[src/rtl/mem_io_bridge_pkg.sv]
// Shared address-map constants and status layout for the memory/IO bridge.
// Processor test programs import this package too, so keep the encodings stable.
package mem_io_bridge_pkg;

  localparam logic [3:0] REG_RAM = 4'h0;
  localparam logic [3:0] REG_LED = 4'h1;
  localparam logic [3:0] REG_SW  = 4'h3;
  localparam logic [3:0] REG_TX  = 4'h4;

  // ADDR[0] selects within the TX region
  localparam logic TX_SUB_DATA   = 1'b0;
  localparam logic TX_SUB_STATUS = 1'b1;

  localparam int ST_EMPTY = 0;
  localparam int ST_FULL  = 1;
  localparam int ST_OVF   = 2;

  typedef struct packed {
    logic ovf;
    logic full;
    logic empty;
  } tx_status_t;

  typedef struct packed {
    logic [3:0] region;
    logic       sub;
    logic       wr;
  } bus_req_t;

  function automatic logic [15:0] status_word(input tx_status_t st);
    logic [15:0] w;
    w = '0;
    w[ST_EMPTY] = st.empty;
    w[ST_FULL]  = st.full;
    w[ST_OVF]   = st.ovf;
    return w;
  endfunction

endpackage

[src/rtl/mem_io_bridge_sync_fifo.sv]
// Small synchronous FIFO for the TX channel; head is driven from storage flops.
// A pop on an empty FIFO is ignored, and a push into a full FIFO is taken only alongside a pop.
module sync_fifo #(
  parameter int WIDTH = 16,
  parameter int DEPTH = 4
) (
  input  logic                     Clock,
  input  logic                     Resetn,
  input  logic                     push,
  input  logic                     pop,
  input  logic [WIDTH-1:0]         wdata,
  output logic                     full,
  output logic                     empty,
  output logic [$clog2(DEPTH):0]   count,
  output logic [WIDTH-1:0]         head
);

  localparam int AW = $clog2(DEPTH);
  localparam logic [AW:0] FULL_CNT = (AW+1)'(DEPTH);

  logic [WIDTH-1:0] mem [DEPTH];
  logic [AW-1:0]    wr_ptr, rd_ptr;
  logic             do_push, do_pop;

  assign empty   = (count == '0);
  assign full    = (count == FULL_CNT);
  assign do_pop  = pop & ~empty;
  assign do_push = push & (~full | do_pop);
  assign head    = empty ? '0 : mem[rd_ptr];

  // DEPTH is a power of two, so the pointers wrap by natural overflow
  always_ff @(posedge Clock or negedge Resetn) begin
    if (!Resetn) begin
      for (int i = 0; i < DEPTH; i++) mem[i] <= '0;
      wr_ptr <= '0;
      rd_ptr <= '0;
      count  <= '0;
    end else begin
      if (do_push) begin
        mem[wr_ptr] <= wdata;
        wr_ptr      <= wr_ptr + 1'b1;
      end
      if (do_pop) rd_ptr <= rd_ptr + 1'b1;
      case ({do_push, do_pop})
        2'b10:   count <= count + 1'b1;
        2'b01:   count <= count - 1'b1;
        default: count <= count;
      endcase
    end
  end

endmodule

[src/rtl/mem_io_bridge.sv]
// Processor-side bus bridge: decodes ADDR[15:12] to RAM, LEDs, switches and a TX FIFO,
// returning DIN exactly one cycle after ADDR to match the processor's memory wait cycle.
module mem_io_bridge
  import mem_io_bridge_pkg::*;
#(
  parameter int RAM_AW     = 12,
  parameter int LED_W      = 10,
  parameter int SW_W       = 10,
  parameter int FIFO_DEPTH = 4
) (
  input  logic              Clock,
  input  logic              Resetn,
  input  logic [15:0]       ADDR,
  input  logic [15:0]       DOUT,
  input  logic              W,
  output logic [15:0]       DIN,
  output logic [RAM_AW-1:0] mem_addr,
  output logic [15:0]       mem_wdata,
  output logic              mem_we,
  input  logic [15:0]       mem_rdata,
  output logic [LED_W-1:0]  LEDR,
  input  logic [SW_W-1:0]   SW,
  output logic [15:0]       tx_data,
  output logic              tx_valid,
  input  logic              tx_ready
);

  localparam int CW = $clog2(FIFO_DEPTH) + 1;
  localparam logic [CW-1:0] FULL_CNT = CW'(FIFO_DEPTH);

  bus_req_t        req;
  logic            tx_push, tx_pop, tx_full, tx_empty, tx_drop, status_rd;
  logic [CW-1:0]   tx_count;
  logic [SW_W-1:0] sw_meta, sw_sync;
  logic            ovf;
  logic [15:0]     io_rd, io_rd_q;
  logic [3:0]      region_q;
  tx_status_t      st;

  assign req = '{region: ADDR[15:12], sub: ADDR[0], wr: W};

  assign mem_addr  = ADDR[RAM_AW-1:0];
  assign mem_wdata = DOUT;
  assign mem_we    = req.wr & (req.region == REG_RAM);

  assign tx_push   = req.wr & (req.region == REG_TX) & (req.sub == TX_SUB_DATA);
  assign tx_pop    = tx_valid & tx_ready;
  assign tx_drop   = tx_push & ~tx_pop & (tx_count == FULL_CNT);
  // Writes never touch read-side state, so only a W=0 access counts as a status read
  assign status_rd = ~req.wr & (req.region == REG_TX) & (req.sub == TX_SUB_STATUS);
  assign tx_valid  = ~tx_empty;

  sync_fifo #(.WIDTH(16), .DEPTH(FIFO_DEPTH)) u_tx_fifo (
    .Clock (Clock),
    .Resetn(Resetn),
    .push  (tx_push),
    .pop   (tx_pop),
    .wdata (DOUT),
    .full  (tx_full),
    .empty (tx_empty),
    .count (tx_count),
    .head  (tx_data)
  );

  always_ff @(posedge Clock or negedge Resetn) begin
    if (!Resetn) begin
      LEDR    <= '0;
      sw_meta <= '0;
      sw_sync <= '0;
      ovf     <= 1'b0;
    end else begin
      if (req.wr && req.region == REG_LED) LEDR <= DOUT[LED_W-1:0];
      sw_meta <= SW;
      sw_sync <= sw_meta;
      // A drop in the same cycle as a status read must survive the clear
      if (tx_drop)        ovf <= 1'b1;
      else if (status_rd) ovf <= 1'b0;
    end
  end

  always_comb begin
    st    = '{ovf: ovf, full: tx_full, empty: tx_empty};
    io_rd = '0;
    case (req.region)
      REG_LED: io_rd[LED_W-1:0] = LEDR;
      REG_SW:  io_rd[SW_W-1:0]  = sw_sync;
      REG_TX:  if (req.sub == TX_SUB_STATUS) io_rd = status_word(st);
      default: io_rd = '0;
    endcase
  end

  always_ff @(posedge Clock or negedge Resetn) begin
    if (!Resetn) begin
      region_q <= REG_RAM;
      io_rd_q  <= '0;
    end else begin
      region_q <= req.region;
      io_rd_q  <= io_rd;
    end
  end

  // RAM supplies its own registered data, so it bypasses io_rd_q
  assign DIN = (region_q == REG_RAM) ? mem_rdata : io_rd_q;

endmodule
[config.mk]
export PLATFORM = sky130hd
export DESIGN_NAME = mem_io_bridge
export DESIGN_NICKNAME = d
export VERILOG_FILES = /design/src/rtl/mem_io_bridge_pkg.sv /design/src/rtl/mem_io_bridge_sync_fifo.sv /design/src/rtl/mem_io_bridge.sv
export SDC_FILE = /design/constraint.sdc
export NUM_CORES = 1
export LEC_CHECK = 0
export ABC_CLOCK_PERIOD_IN_PS = 2070
export BUFFER_PORTS_ARGS = -buffer_cell sky130_fd_sc_hd__clkbuf_2
export CAP_MARGIN = 25
export CORE_MARGIN = 1
export CORE_UTILIZATION = 30
export CTS_CLUSTER_DIAMETER = 150
export DETAILED_ROUTE_END_ITERATION = 10
export PLACE_DENSITY_LB_ADDON = 0.08
export SLEW_MARGIN = 20
export SYNTH_ARGS = -nofsm -noshare
export SYNTH_HDL_FRONTEND = slang
export SYNTH_SLANG_ARGS = --single-unit
export TNS_END_PERCENT = 1
[constraint.sdc]
create_clock -name Clock -period 2.07 [get_ports Clock]
set_input_delay 0.1035 -clock Clock [delete_from_list [all_inputs] [get_ports Clock]]
set_output_delay 0.1035 -clock Clock [all_outputs]
set_load 0.1 [all_outputs]
### Yosys cells after proc, flatten, opt, wreduce, memory -nomap -nowiden

Cells that the tools add are included.

| cells by class | value |
|---|---|
| add/subtract/negate cells | 4 |
| order comparisons | 3 |
| equal/unequal tests | 6 |
| multiplexer cells | 14 |
| bitwise gates (word level) | 18 |
| reductions and logical operators | 7 |

Operators by type and width:

| kind | number |
|---|---|
| 16-bit two-way mux | 5 |
| 64-bit bitwise mux | 1 |
| 16-bit binary-select mux with 2-bit select | 1 |
| 16-bit demux with 2-bit select | 1 |
| 10-bit case mux with 3 select lines | 1 |
| 1-bit bitwise AND | 10 |
| 4-bit logical NOT | 2 |
| 3-bit greater-or-equal comparator, second input constant | 2 |
| 6-bit two-way mux | 1 |
| 2-bit NOT with 3-bit output | 2 |
| 3-bit case mux with 2 select lines | 1 |
| 1-bit NOT | 5 |
| 2-bit by 1-bit adder with 2-bit output, second input constant | 2 |
| 4-bit by 1-bit == test with 1-bit output, second input constant | 1 |
| 4-bit by 2-bit == test with 1-bit output, second input constant | 1 |
| 4-bit by 3-bit == test with 1-bit output, second input constant | 1 |
| 2-bit nonzero test | 2 |
| 3-bit by 1-bit adder with 3-bit output, second input constant | 1 |
| 3-bit == test, second input constant | 1 |
| 3-bit logical NOT | 1 |
| 3-bit by 1-bit < comparator with 1-bit output, second input constant | 1 |
| 3-bit two-way mux | 1 |
| 3-bit by 1-bit subtractor with 3-bit output, second input constant | 1 |
| 2-bit by 1-bit == test with 1-bit output, second input constant | 1 |
| other kinds (4) | 6 |

| word-level totals | value |
|---|---|
| register bits | 122 |
| input bits | 62 |
| output and inout port bits | 72 |
| word-level logic and storage cells | 65 |

### Depth between registers and ports, before layout

Gate-level depths: netlist of the first run.

| depth | value |
|---|---|
| word-level depth | 8 |
| gate-level depth with buffers | 9 |
| depth with buffers taken out | 8 |

### Modules after synthesis

A second synthesis of the first run with hierarchy kept.

| second synthesis, totals | value |
|---|---|
| cells, all modules | 352 |
| area, all modules | 5225.0 um^2 |

Modules (own cells, without submodules):

| module | instances | cells an instance | area each (um^2) | sequential area each (um^2) |
|---|---|---|---|---|
| sync_fifo | 1 | 211 | 3303.2 | 1776.7 |
| mem_io_bridge | 1 | 141 | 1921.8 | 1126.1 |

### Worst setup path after synthesis of the first run

OpenSTA, ideal clock, no wires.

| timing path | value |
|---|---|
| kind | in2out |
| start | input port ADDR[13] |
| end | output port mem_we |
| arrival | 2.831 ns |
| required time | 1.966 ns |
| path slack | -0.864 ns |
| cell stages on the path | 2 |
| path buffers | 0 |
| cells stage by stage | nor3b_4 > nor3b_1 |

| between the ends | value |
|---|---|
| word-level cells in the longest chain between the ends | 2 |

RTL lines:

| element | RTL line | source |
|---|---|---|
| from (decl) | mem_io_bridge.sv:13 | `input logic [15:0] ADDR,` |
| 4-bit logical NOT | mem_io_bridge.sv:44 | `assign mem_we = req.wr & (req.region == REG_RAM);` |
| 1-bit bitwise AND | mem_io_bridge.sv:44 |  |
| to (decl) | mem_io_bridge.sv:19 | `output logic mem_we,` |

No other way between the ends.

### Worst setup path after layout of the first run

| timing path | value |
|---|---|
| start | register u_tx_fifo.rd_ptr[0] |
| end | output port tx_data[15] |

| between the ends | value |
|---|---|
| word-level cells in the longest chain between the ends | 5 |

RTL lines:

| element | RTL line | source |
|---|---|---|
| from (decl) | mem_io_bridge_sync_fifo.sv:22 | `logic [AW-1:0] wr_ptr, rd_ptr;` |
| from (signal assigned) | mem_io_bridge_sync_fifo.sv:43 | `if (do_pop) rd_ptr <= rd_ptr + 1'b1;` |
| 2-bit NOT with 3-bit output (not written as such) | mem_io_bridge_sync_fifo.sv:29 | `assign head = empty ? '0 : mem[rd_ptr];` |
| 16-bit binary-select mux with 2-bit select | mem_io_bridge_sync_fifo.sv:29 |  |
| 16-bit two-way mux (not written as such) (2 in a row) | mem_io_bridge_sync_fifo.sv:29 |  |
| 16-bit two-way mux | mem_io_bridge_sync_fifo.sv:29 |  |
| to (decl) | mem_io_bridge.sv:23 | `output logic [15:0] tx_data,` |

No other way between the ends. The select of a mux whose other input is x is not followed.

==> metrics.md, run 1 <==
| Metric | Value |
|---|---|
| Hold Startpoint | DOUT[14] |
| Tmin final | 2010 ps |
| YS warnings | 0 |
| Area Overhead vs Synth | 39.4% |
| Hold Path Class | in -> reg |
| Routed Antenna Nets | 0 |
| Metal3 WL | ~580 um |
| Router iterations before antenna repair | 4 |
| CP max FO | 18 |
| Final Max Tran Viols | 0 |
| Top sig layer | met4 |
| Rel. slew slack | between 50% and 60% |
| Worst r2r src | u_tx_fifo.count[0] |
| XOR/XNOR Fraction of Synth Area | 0.988% |
| Total Wirelength | about 13000 um |
| Setup_tns | 0 ps |
| CTS tree | done |
| Top-area cell type share of the netlist area | approximately 55% |
| CP arrival | roughly 1900 ps |
| Count of cell types in the netlist | 33 |
| Die width | about 140 um |
| GP Congestion | 0.748 |
| Initial Util | 30.8% |
| Global route overflow | 0 |
| Avg WL per Cell | 18.0 um |
| Hold-critical path depth | 2 |
| DRC | 0 |
| Wl on met1 | 5990 um |
| Register Area | slightly below 3000 um2 |
| Async S/R FF share, synth | 100% |
| DR vias/cell | roughly 4.5 |
| Inserted Clock Buffers | 17 |
| Die Footprint | approximately 18000 um2 |
| Max Clock Freq | approximately 500 MHz |
| Mapped Nets | 405 |
| CTS Sinks | 116 |
| Share of layout cells above drive strength 1 | between 50% and 60% |
| Initial antenna violation count | 0 |
| Main combinational cell family by area after synthesis | multiplexers |
| CP Data Required Time | roughly 2000 ps |
| IO Count | 134 |
| Maximum clock insertion buffer count | 2 |
| Tcrit/Tclk final | between 90% and 100% |
| Nets | between 500 and 600 |
| Critical Path Start Type | flip-flop |
| Mapped Area | between 5000 and 6000 um2 |
| CTS H-tree lvls | 4 |
| Vias in the first global route | around 3500 |
| Gr usage total | approximately 16% |
| Most used DFF post-synth | dfrtp_1 |
| R2R depth | 9 |
| Reg2Reg Setup Slack | about 90 ps |
| Core Box Area | roughly 17000 um2 |
| Post-synthesis simple-gate area fraction | 7.06% |
| ANT cells | 0 |
| Port Buffer Count | roughly 110 |
| Status | complete, no violations |
| # rows | 48 |
| FILL cells | around 1600 |
| Finished Cell Area | approximately 7400 um2 |
| Crit end category | primary output |
| Routed met2 length | 5920 um |
| Clock slew at reported path FFs | roughly 50 ps |
| Clock root cell | clkbuf_16 |
| Crit path kind | reg -> out |
| Via Count | about 3200 |
| Maxcap violations | 0 |
| Endpoints failing setup | 0 |
| Leak | roughly 3.6 nW |
| Skew-Pair Late Insertion Delay | approximately 410 ps |
| Number of DRC markers in iteration 0 | 75 |
| Peak supply drop | roughly 0.00073 V |
| RSZ-0062 raised after global routing | true |
| Area contributors post-synth | dfrtp_1, mux2_4, mux2_2 |
| Worst slew pin tran | 643 ps |
| Multi-input logic area | between 2000 and 2500 um2 |
| Hold EP | u_tx_fifo.mem[46] |
| Reg2reg end | u_tx_fifo.count[2] |
| Adder-Cell Fraction of Synth Area | between 1.5 and 2% |
| First-pass GRT wire length | between 20000 and 25000 um |
| Post-Synthesis Cells | ~340 |
| Avg Inst Size Synth | 15.8 um2 |
| Hold Vio Cnt, Final | 0 |
| PwrDens | approximately 1200 nW/um2 |
| Clock skew | around 9.0 ps |
| Compound-Gate Fraction of Synth Area | approximately 2% |
| Post-synthesis register bit count | between 100 and 150 |
| Post-synth EDFFs | 0 |
| Synth area leader | dfrtp_1 |
| Chip Height | around 140 um |
| DP HPWL | approximately 8500 um |
| Multiplexer area fraction after synthesis | between 20% and 30% |
| Largest net degree at the start of global routing | ~120 |
| Sequential-to-total area share from yosys stat | a little over half |
| Placed inst area | ~6600 um2 |
-- cell usage after synthesis, types with 2 or more instances --
| cell type | n |
|---|---|
| dfrtp_1 | 116 |
| mux2_2 | 45 |
| mux2_4 | 40 |
| buf_4 | 29 |
| and2_1 | 23 |
| mux4_2 | 16 |
| a22o_1 | 7 |
| inv_1 | 6 |
| clkbuf_1 | 5 |
| ha_1 | 5 |
| buf_6 | 4 |
| nand3_1 | 4 |
| nand4_4 | 4 |
| a22oi_1 | 3 |
| buf_2 | 3 |
| o21ai_0 | 3 |
| xnor2_1 | 3 |
| xor2_1 | 3 |
| nand2_1 | 2 |
| nor2_1 | 2 |
| nor3b_4 | 2 |
-- logic make-up after synthesis --
| kind of cell | Yosys count |
|---|---|
| AOI/OAI and AO/OA | 14 |
| xor gates and xnor gates | 6 |
| adders and majority gates | 6 |
| buffers and inverters | 48 |
| DFF | 116 |
| muxes | 102 |
| and+or+nand+nor | 45 |
-- worst max-delay path, cell delays in order (launching register included) --
cell and delay [ps]:
dfrtp_1 380, buf_12 220, mux4_2 530, and2_1 200, buf_12 170
-- per-layer routing --
layer	vias to the layer above	GRT usage [%]
li1	1445	-
met1	1639	20.9
met2	88	23.8
met3	15	4.08
met4	0	6.37
met5	-	0
-- registers in the layout, summed over array words and instances (netlist names) --
register / cells
ovf: 1
region_q: 4
sw_meta: 10
u_tx_fifo.mem: 64
io_rd_q: 10
LEDR: 10
u_tx_fifo.rd_ptr: 2
sw_sync: 10
u_tx_fifo.wr_ptr: 2
u_tx_fifo.count: 3
-- how the worst max path moves through the flow --
stage               slack [ps]                start            endpoint  cells after the start
floorplan                 -370   u_tx_fifo.count[0]         tx_data[10]                      3
global placement           -10   u_tx_fifo.count[1]  u_tx_fifo.count[2]                      8
detailed placement         -70   u_tx_fifo.count[1]  u_tx_fifo.count[2]                      8
CTS                         10  u_tx_fifo.rd_ptr[0]          tx_data[5]                      4
global route               -20  u_tx_fifo.rd_ptr[0]         tx_data[15]                      4
finish                      60  u_tx_fifo.rd_ptr[0]         tx_data[15]                      4
-- area by class of cell --
| class | instances | area share, % |
|---|---|---|
| inverters | 6 | 0.304 |
| multi-input cells | 173 | 29.1 |
| well taps | 225 | 3.80 |
| clock buffers | 26 | 6.60 |
| repair buffers | 153 | 20.4 |
| flip-flops and latches | 116 | 39.1 |
| clock inverters | 5 | 0.675 |
-- power breakdown --
part / internal [mW] / switching [mW]
registers: 2.58 / 0.203
logic: 1.30 / 2.07
clock network: 1.73 / 0.957
-- stage by stage --
stage	setup WS (ps)	utilization [%]	instances	hold WS, ps	power [mW]
5_1_grt	-18.8	42.9	704	24.4	9.25
2_1_floorplan	-370	-	337	-192	5.15
4_1_cts	12.2	42.7	705	2.91	8.92
3_5_place_dp	-69.5	38.2	653	208	6.12
6_report	64.4	42.9	704	22.3	8.84
3_3_place_gp	-13.3	38.2	653	208	6.09
-- layout by cell type (no fill, tap or decap), types with 2 or more instances in the layout --
master / n
clkbuf_2: 76
nor3b_4: 2
a22o_1: 7
o21ai_0: 3
clkinv_2: 4
clkbuf_16: 17
ha_1: 4
clkbuf_8: 3
and2_1: 15
xnor2_1: 3
xor2_1: 3
mux2_4: 40
mux4_2: 16
dlygate4sd3_1: 21
mux2_2: 45
dfrtp_1: 116
a22oi_1: 3
buf_12: 40
clkbuf_1: 6
nand4_4: 4
nor2_1: 2
inv_1: 5
nand3_1: 3
nand2_1: 2
buf_4: 14
and2_4: 8
-- repair_timing --
item / CTS / global route
hold buffers: 21 / 0
buffers inserted: 0 / 0
cloned: 0 / 0
gates resized for setup: 7 / 10
pin swaps: 1 / 2
endpoints found under the setup margin: 3 / 14
hold endpoints to repair: 146 / 0
Note: power is estimated with default switching activity, not from simulation.
==> run 2: changes to the inputs <==
--- a/config.mk
+++ b/config.mk
@@ -13,8 +13,8 @@
 export CTS_CLUSTER_DIAMETER = 150
 export DETAILED_ROUTE_END_ITERATION = 10
 export PLACE_DENSITY_LB_ADDON = 0.08
-export SLEW_MARGIN = 20
 export SYNTH_ARGS = -nofsm -noshare
 export SYNTH_HDL_FRONTEND = slang
+export SYNTH_HIERARCHICAL = 1
 export SYNTH_SLANG_ARGS = --single-unit
 export TNS_END_PERCENT = 1
==> run 2 against run 1 <==
- the run now ends with negative setup slack left
- global-route usage is 1.2 points lower
- register-to-register slack got worse by 180 ps
- maximum frequency fell by 7.0%
- worst hold slack worse by 15 ps
- first-iteration DRC count rose by 100%
- critical path depth rose by 6
- via count grew 1.2%
- sequential share of layout area is 0.16 points higher
- worst setup slack worse by 150 ps
- sequential power hardly changed
==> metrics.md, run 2 <==
| Metric | Value |
|---|---|
| Rel. slew slack | 57.9% (+0.74 points) |
| First-pass GRT wire length | 19400 um (-6.1%) |
| PwrDens | 1260 nW/um2 (+5.7%) |
| Fin Hold WS | 7.26 ps (-15.1 ps) |
| Endpoints failing setup | 1 (+1) |
| Critical Path Start Type | flip-flop |
| Post-Synthesis Cells | 352 (+4.5%) |
| Vias in the first global route | 3502 (-1.1%) |
| Maxcap violations | 0 (unchanged) |
| Async S/R FF share, synth | 100% (unchanged) |
| Post-synthesis register bit count | 116 (unchanged) |
| FILL cells | 1594 (-0.25%) |
| Final Util | 43.9% (+1.1 points) |
| Initial antenna violation count | 0 (unchanged) |
| Routed Antenna Nets | 0 (unchanged) |
| Hold Path Class | in -> reg |
| Most common cell in the netlist | dfrtp_1 |
| Internal power | 5.93 mW (+5.7%) |
| Largest Register | u_tx_fifo/mem |
| CP Data Required Time | 2390 ps (+420 ps) |
| Peak supply drop | 0.000963 V (+31%) |
| Die width | 134 um (-0.87%) |
| Share of layout cells above drive strength 1 | 58.5% (-0.18 points) |
| Clock skew | 7.37 ps (-1.64 ps) |
| Number of DRC markers in iteration 0 | 152 (+100%) |
| Via Count | 3226 (+1.2%) |
| Tcrit/Tclk final | 104% (+7.3 points) |
| Chip Height | 134 um (-0.87%) |
| Met2 Use GR | 22.7% (-1.0 points) |
| Leak | 3.53 nW (-1.8%) |
| Net Switching | 3.38 mW (+4.7%) |
| YS warnings | 6 (+6) |
| Post-synth top cells | dfrtp_1, mux2_2, buf_4, nor2b_1, mux4_2 |
| Finished Cell Area | 7390 um2 (-0.37%) |
| Most frequent cells in the layout | dfrtp_1, mux2_2, clkbuf_2, buf_12, buf_4 |
| CP max FO | 2 (-16) |
| Placed inst area | 6520 um2 (-1.4%) |
| Most Crowded Layer GR | met2 |
| Grt met3 use | 3.97% (-0.11 points) |
| Max Clock Freq | 463 MHz (-7.0%) |
| Status | complete, but fails checks |
| Clock root cell | clkbuf_16 |
| RSZ-0062 raised after global routing | true |
| Router iterations before antenna repair | 6 (+2) |
| Mapped Nets | 420 (+3.7%) |
| Final Non-Filler Cells | 721 (+2.4%) |
| Placed insts | 668 (+2.3%) |
| Final Max Tran Viols | 0 (unchanged) |
| Global route overflow | 0 (unchanged) |
| Nets | 556 (+3.9%) |
| Initial Util | 31.1% (+0.32 points) |
| Most used DFF post-synth | dfrtp_1 |
| Maximum clock insertion buffer count | 2 (unchanged) |
| Port Buffer Count | 111 (unchanged) |
| Die Footprint | 17900 um2 (-1.7%) |
| Failing checks | negative setup slack |
| CTS Sinks | 116 (unchanged) |
| Global routing usage on met1 | 18.9% (-2.0 points) |
| # rows | 47 (-2.1%) |
| Fin worst setup slack | -87.6 ps (-152 ps) |
| DRC | 0 (unchanged) |
| Worst slew pin tran | 628 ps (-14.4 ps) |
| Clock slew at reported path FFs | 50 ps (about the same) |
| DR vias/cell | 4.47 (-1.2%) |
| Area Overhead vs Synth | 41.4% |
| Hold Vio Cnt, Final | 0 (unchanged) |
| CP arrival | 2480 ps (+580 ps) |
| Skew-Pair Late Insertion Delay | 400 ps (about the same) |
| Sequential-to-total area share from yosys stat | 55.6% (+0.98 points) |
| GP Congestion | 0.703 (-6.1%) |
| Crit end category | flip-flop |
| CTS H-tree lvls | 4 (unchanged) |
| Top-area cell type share of the netlist area | 55.6% (+0.98 points) |
| Gr usage total | 14.4% (-1.2 points) |
| Switching Fraction | 36.3% (-0.21 points) |
| Max reg flops | 64 (unchanged) |
| Core Box Area | 16800 um2 (-2.8%) |
| Sequential share of power | 30.1% (-1.4 points) |
| Synth area leader | dfrtp_1 |
| Avg Inst Size Synth | 14.8 um2 (-6.0%) |
| Crit path kind | reg -> reg |
| Total Wirelength | 11700 um (-7.7%) |
| Mapped Area | 5230 um2 (-1.8%) |
| Inserted Clock Buffers | 17 (unchanged) |
| Largest net degree at the start of global routing | 53 (-55%) |
| IO Count | 134 (unchanged) |
| Combinational fraction of design power | 36.7% (-1.4 points) |
| Power, Total | 9.31 mW (+5.3%) |
| DP HPWL | 8210 um (-3.3%) |
| Post-synth EDFFs | 0 (unchanged) |
| Area contributors post-synth | dfrtp_1, mux2_2, mux4_2 |
| Tmin final | 2160 ps (+152 ps) |
| Most common cell after layout, fill and taps aside | dfrtp_1 |
| Avg WL per Cell | 16.2 um (-9.8%) |
| ANT cells | 0 (unchanged) |
| CTS tree | done |
| Count of cell types in the netlist | 30 (-9.1%) |
| Clock power share | 33.2% (+2.8 points) |
run 2: power by group through the flow:
| stage | combinational (mW) | sequential (mW) | clock [mW] |
|---|---|---|---|
| floorplan | 2.11 | 3.14 | 0 |
| global placement | 3.37 | 2.84 | 0 |
| detailed placement | 3.39 | 2.85 | 0 |
| CTS | 3.45 | 2.81 | 3.15 |
| global route | 3.61 | 2.85 | 3.27 |
| finish | 3.42 | 2.80 | 3.09 |
run 2: stage by stage:
step,setup TNS [ps],worst slack (ps)
after floorplan,-9200,-552
after global placement,-12120,-248
after detailed placement,-4880,-192
after CTS,-120,-120
after global routing,-240,-232
final,-87.6,-87.6
run 2: logic make-up after synthesis:
| family | share of synthesized area [%] |
|---|---|
| buffers and inverters | 6.44 |
| AND/OR/NAND/NOR | 7.21 |
| multiplexers | 27.6 |
| XOR/XNOR | 1.01 |
| flip-flops | 55.6 |
| AO/OA/AOI/OAI | 0.599 |
| adder cells (fa/ha/maj) | 1.58 |
run 2: worst paths after layout:
kind	startpoint	to	slack (ps)	cells after the start
max in group asynchronous	Resetn	u_tx_fifo/count[1]	1210	3
min	DOUT[15]	u_tx_fifo/mem[15]	7	2
min reg2reg	sw_meta[4]	sw_sync[4]	350	0
min in group asynchronous	Resetn	io_rd_q[1]	210	2
max	u_tx_fifo/count[1]	u_tx_fifo/count[2]	-90	10
max reg2reg	u_tx_fifo/count[1]	u_tx_fifo/count[2]	-90	10
run 2: worst max-delay path, stage by stage, from the launching register on:
cell	delay, ps
dfrtp_2	420
nor3_4	230
nor2b_4	70
nor4b_4	240
nand2b_4	190
ha_4	130
inv_2	30
fa_2	320
xor2_1	140
nor2_1	130
xor2_1	160
run 2: area by class of cell:
class / instances / area (um2) / area share (%)
Sequential cell: 116 / 2900 / 39.3
Clock inverter: 15 / 208 / 2.81
Multi-Input combinational cell: 187 / 2050 / 27.7
Inverter: 9 / 33.8 / 0.457
Timing Repair Buffer: 157 / 1490 / 20.2
Clock buffer: 17 / 425 / 5.76
Tap cell: 220 / 275 / 3.73
run 2: repair_timing:
item,4_1_cts,5_1_grt
setup buffers,1,2
pin swaps,4,1
hold buffers,18,0
setup endpoints to repair,34,21
hold endpoints to repair,63,0
gates cloned,0,0
resized for setup,3,5
run 2: layer usage:
| metal | vias to the layer above | part of all wire (%) |
|---|---|---|
| li1 | 1484 | - |
| met1 | 1662 | 46 |
| met3 | 15 | 3.3 |
| met4 | 0 | 1.2 |
| met2 | 65 | 49 |
| met5 | - | 0 |
==> run 3: changes to the inputs <==
==> constraint.sdc (replaced) <==
create_clock -name Clock -period 2.07 [get_ports Clock]
set_input_delay 0.3105 -clock Clock [delete_from_list [all_inputs] [get_ports Clock]]
set_output_delay 0.3105 -clock Clock [all_outputs]
set_load 0.1 [all_outputs]
==> run 3 against run 2 <==
- the flow still finishes with violations (negative setup slack)
- cell count fell by 1.5%
- global-route usage is 0.086 points lower
- worst setup slack worse by 54 ps
- non-clock buffer count shrank 11
- power decreased by 0.28%
- first-iteration DRC count down 16%
- largest cell class unchanged
- critical path depth fell by 6
- sequential power is essentially flat
- core utilization fell by 0.36 points
- sequential share of layout area up 0.33 points
- register-to-register slack hardly changed
==> metrics.md, run 3 (synthesis results as in run 2) <==
| Metric | Value |
|---|---|
| Number of DRC markers in iteration 0 | 128 (-16%) |
| Failing checks | negative setup slack |
| ANT cells | 0 (unchanged) |
| RSZ-0062 raised after global routing | true |
| DRC | 0 (unchanged) |
| Placed insts | 665 (-0.45%) |
| Most common cell after layout, fill and taps aside | dfrtp_1 |
| First-pass GRT wire length | 18900 um (-2.8%) |
| CTS Sinks | 116 (unchanged) |
| Tcrit/Tclk final | 107% (+2.6 points) |
| IO Count | 134 (unchanged) |
| Die Footprint | 17900 um2 (unchanged) |
| Critical Path Start Type | flip-flop |
| Reg2reg end | u_tx_fifo/count[2] |
| Crit path kind | reg -> out |
| CTS H-tree lvls | 4 (unchanged) |
| Tmin final | 2210 ps (+54.4 ps) |
| Max reg flops | 64 (unchanged) |
| Rel. slew slack | 59.5% (+1.6 points) |
| CP arrival | 1900 ps (-580 ps) |
| Fin Hold WS | 48.4 ps (+41.1 ps) |
| Initial Util | 31.1% (unchanged) |
| DR vias/cell | 4.43 (-1.0%) |
| R2R depth | 10 (unchanged) |
| Router iterations before antenna repair | 4 (-2) |
| Maximum clock insertion buffer count | 2 (unchanged) |
| Inserted Clock Buffers | 17 (unchanged) |
| Die width | 134 um (unchanged) |
| Hold Vio Cnt, Final | 0 (unchanged) |
| Hold Path Class | in -> reg |
| Skew-Pair Late Insertion Delay | 410 ps (about the same) |
| Placed inst area | 6520 um2 (about the same) |
| CP max FO | 9 (+7) |
| Clock power share | 33.0% (-0.2 points) |
| Finished Cell Area | 7330 um2 (-0.83%) |
| Maxcap violations | 0 (unchanged) |
| Avg WL per Cell | 16.8 um (+3.3%) |
| Chip Height | 134 um (unchanged) |
| Total Wirelength | 11900 um (+1.7%) |
| Area Overhead vs Synth | 40.2% |
| Status | complete, but fails checks |
| Max Clock Freq | 452 MHz (-2.5%) |
| PwrDens | 1270 nW/um2 (+0.55%) |
| Clock root cell | clkbuf_16 |
| Sequential share of power | 30.4% (+0.3 points) |
| Net Switching | 3.30 mW (-2.5%) |
| DP HPWL | 7920 um (-3.5%) |
| Via Count | 3145 (-2.5%) |
| FILL cells | 1607 (+0.82%) |
| Nets | 545 (-2.0%) |
| Power, Total | 9.28 mW (-0.28%) |
| Reg2Reg Setup Slack | -100 ps (about the same) |
| Switching Fraction | 35.5% (-0.80 points) |
| Vias in the first global route | 3432 (-2.0%) |
| Register Area | 2900 um2 (unchanged) |
| Endpoints failing setup | 27 (+26) |
| Largest Register | u_tx_fifo/mem |
| Worst r2r src | u_tx_fifo/count[1] |
| Peak supply drop | 0.000621 V (-35%) |
| CTS tree | done |
| Worst slew pin tran | 605 ps (-23.4 ps) |
| Share of layout cells above drive strength 1 | 57.8% (-0.73 points) |
| Port Buffer Count | 111 (unchanged) |
| Initial antenna violation count | 0 (unchanged) |
| Fin worst setup slack | -142 ps (-54.4 ps) |
| Routed Antenna Nets | 0 (unchanged) |
| Critical Path Sink | tx_data[3] |
| GP Congestion | 0.768 (+9.4%) |
| Multi-input logic area | 2030 um2 (-1.2%) |
| Gr usage total | 14.3% (-0.086 points) |
| Largest net degree at the start of global routing | 37 (-30%) |
| Final Non-Filler Cells | 710 (-1.5%) |
| # rows | 47 (unchanged) |
| Crit end category | primary output |
| Core Box Area | 16800 um2 (unchanged) |
| Internal power | 5.98 mW (+0.97%) |
| Global route overflow | 0 (unchanged) |
| Final Max Tran Viols | 0 (unchanged) |
| CP Data Required Time | 1760 ps (-630 ps) |
| Setup_tns | -2480 ps (-2390 ps) |
| Clock skew | 4.86 ps (-2.52 ps) |
| Combinational fraction of design power | 36.6% (about the same) |
| Most frequent cells in the layout | dfrtp_1, clkbuf_2, mux2_2, buf_12 |
| Leak | 3.51 nW (-0.43%) |
| Clock slew at reported path FFs | 50 ps (about the same) |
| CP startpoint | u_tx_fifo/rd_ptr[0] |
[run 3: cell types whose count changed in the layout (fill, tap and decap cells not counted), sizes merged]
cell,before,now
dlygate4sd3,18,11
clkbuf,94,102
bufinv,4,3
buf,62,57
inv,10,9
clkinvlp,4,2
clkinv,6,3
[run 3: final cells by class]
type | instances | area share, %
Inverter | 9 | 0.461
Sequential cell | 116 | 39.6
Timing Repair Buffer | 146 | 19.9
Clock inverter | 8 | 1.64
Tap cell | 220 | 3.76
Clock buffer | 24 | 6.99
Multi-Input combinational cell | 187 | 27.7
[run 3: per-layer routing]
layer	GRT usage [%]	routed length, um	up-vias
li1	-	-	1450
met1	18.0	5300	1608
met2	23.1	5940	74
met3	3.74	532	13
met4	6.44	136	0
met5	0	0	-
[run 3: worst min path at each step]
stage                     depth (start not counted)     endpoint      from  slack [ps]
after floorplan                                   0      LEDR[0]    Resetn          10
after global placement                            1   io_rd_q[2]    Resetn         290
after detailed placement                          1  region_q[3]    Resetn         290
after CTS                                         1   sw_meta[1]     SW[1]           1
after global routing                              1  region_q[2]  ADDR[14]          30
final                                             1  region_q[2]  ADDR[14]          50
[run 3: stage by stage]
| step | setup slack [ps] | utilization [%] |
|---|---|---|
| after floorplan | -782 | - |
| after global placement | -63.2 | 38.8 |
| after detailed placement | -107 | 38.8 |
| after CTS | -176 | 43.3 |
| after global routing | -219 | 43.6 |
| final | -142 | 43.6 |
[run 3: critical path: stages, from the launching register on]
cell and delay [ps]:
dfrtp_2 440, buf_12 170, mux4_2 320, nor2b_1 330
buf_12 230
[run 3: what timing repair did]
item | in CTS | in global routing
pin swaps | 0 | 2
hold endpoints to repair | 38 | 1
gates resized for setup | 8 | 2
buffers inserted | 1 | 0
cloned | 0 | 1
hold buffers | 10 | 1
setup endpoints to repair | 28 | 34
[run 3: power by group through the flow]
| stage | clock, mW | combinational (mW) | sequential (mW) |
|---|---|---|---|
| floorplan | 0 | 2.07 | 3.13 |
| global placement | 0 | 3.35 | 2.83 |
| detailed placement | 0 | 3.37 | 2.85 |
| CTS | 3.14 | 3.42 | 2.81 |
| global route | 3.26 | 3.59 | 2.87 |
| finish | 3.06 | 3.40 | 2.82 |
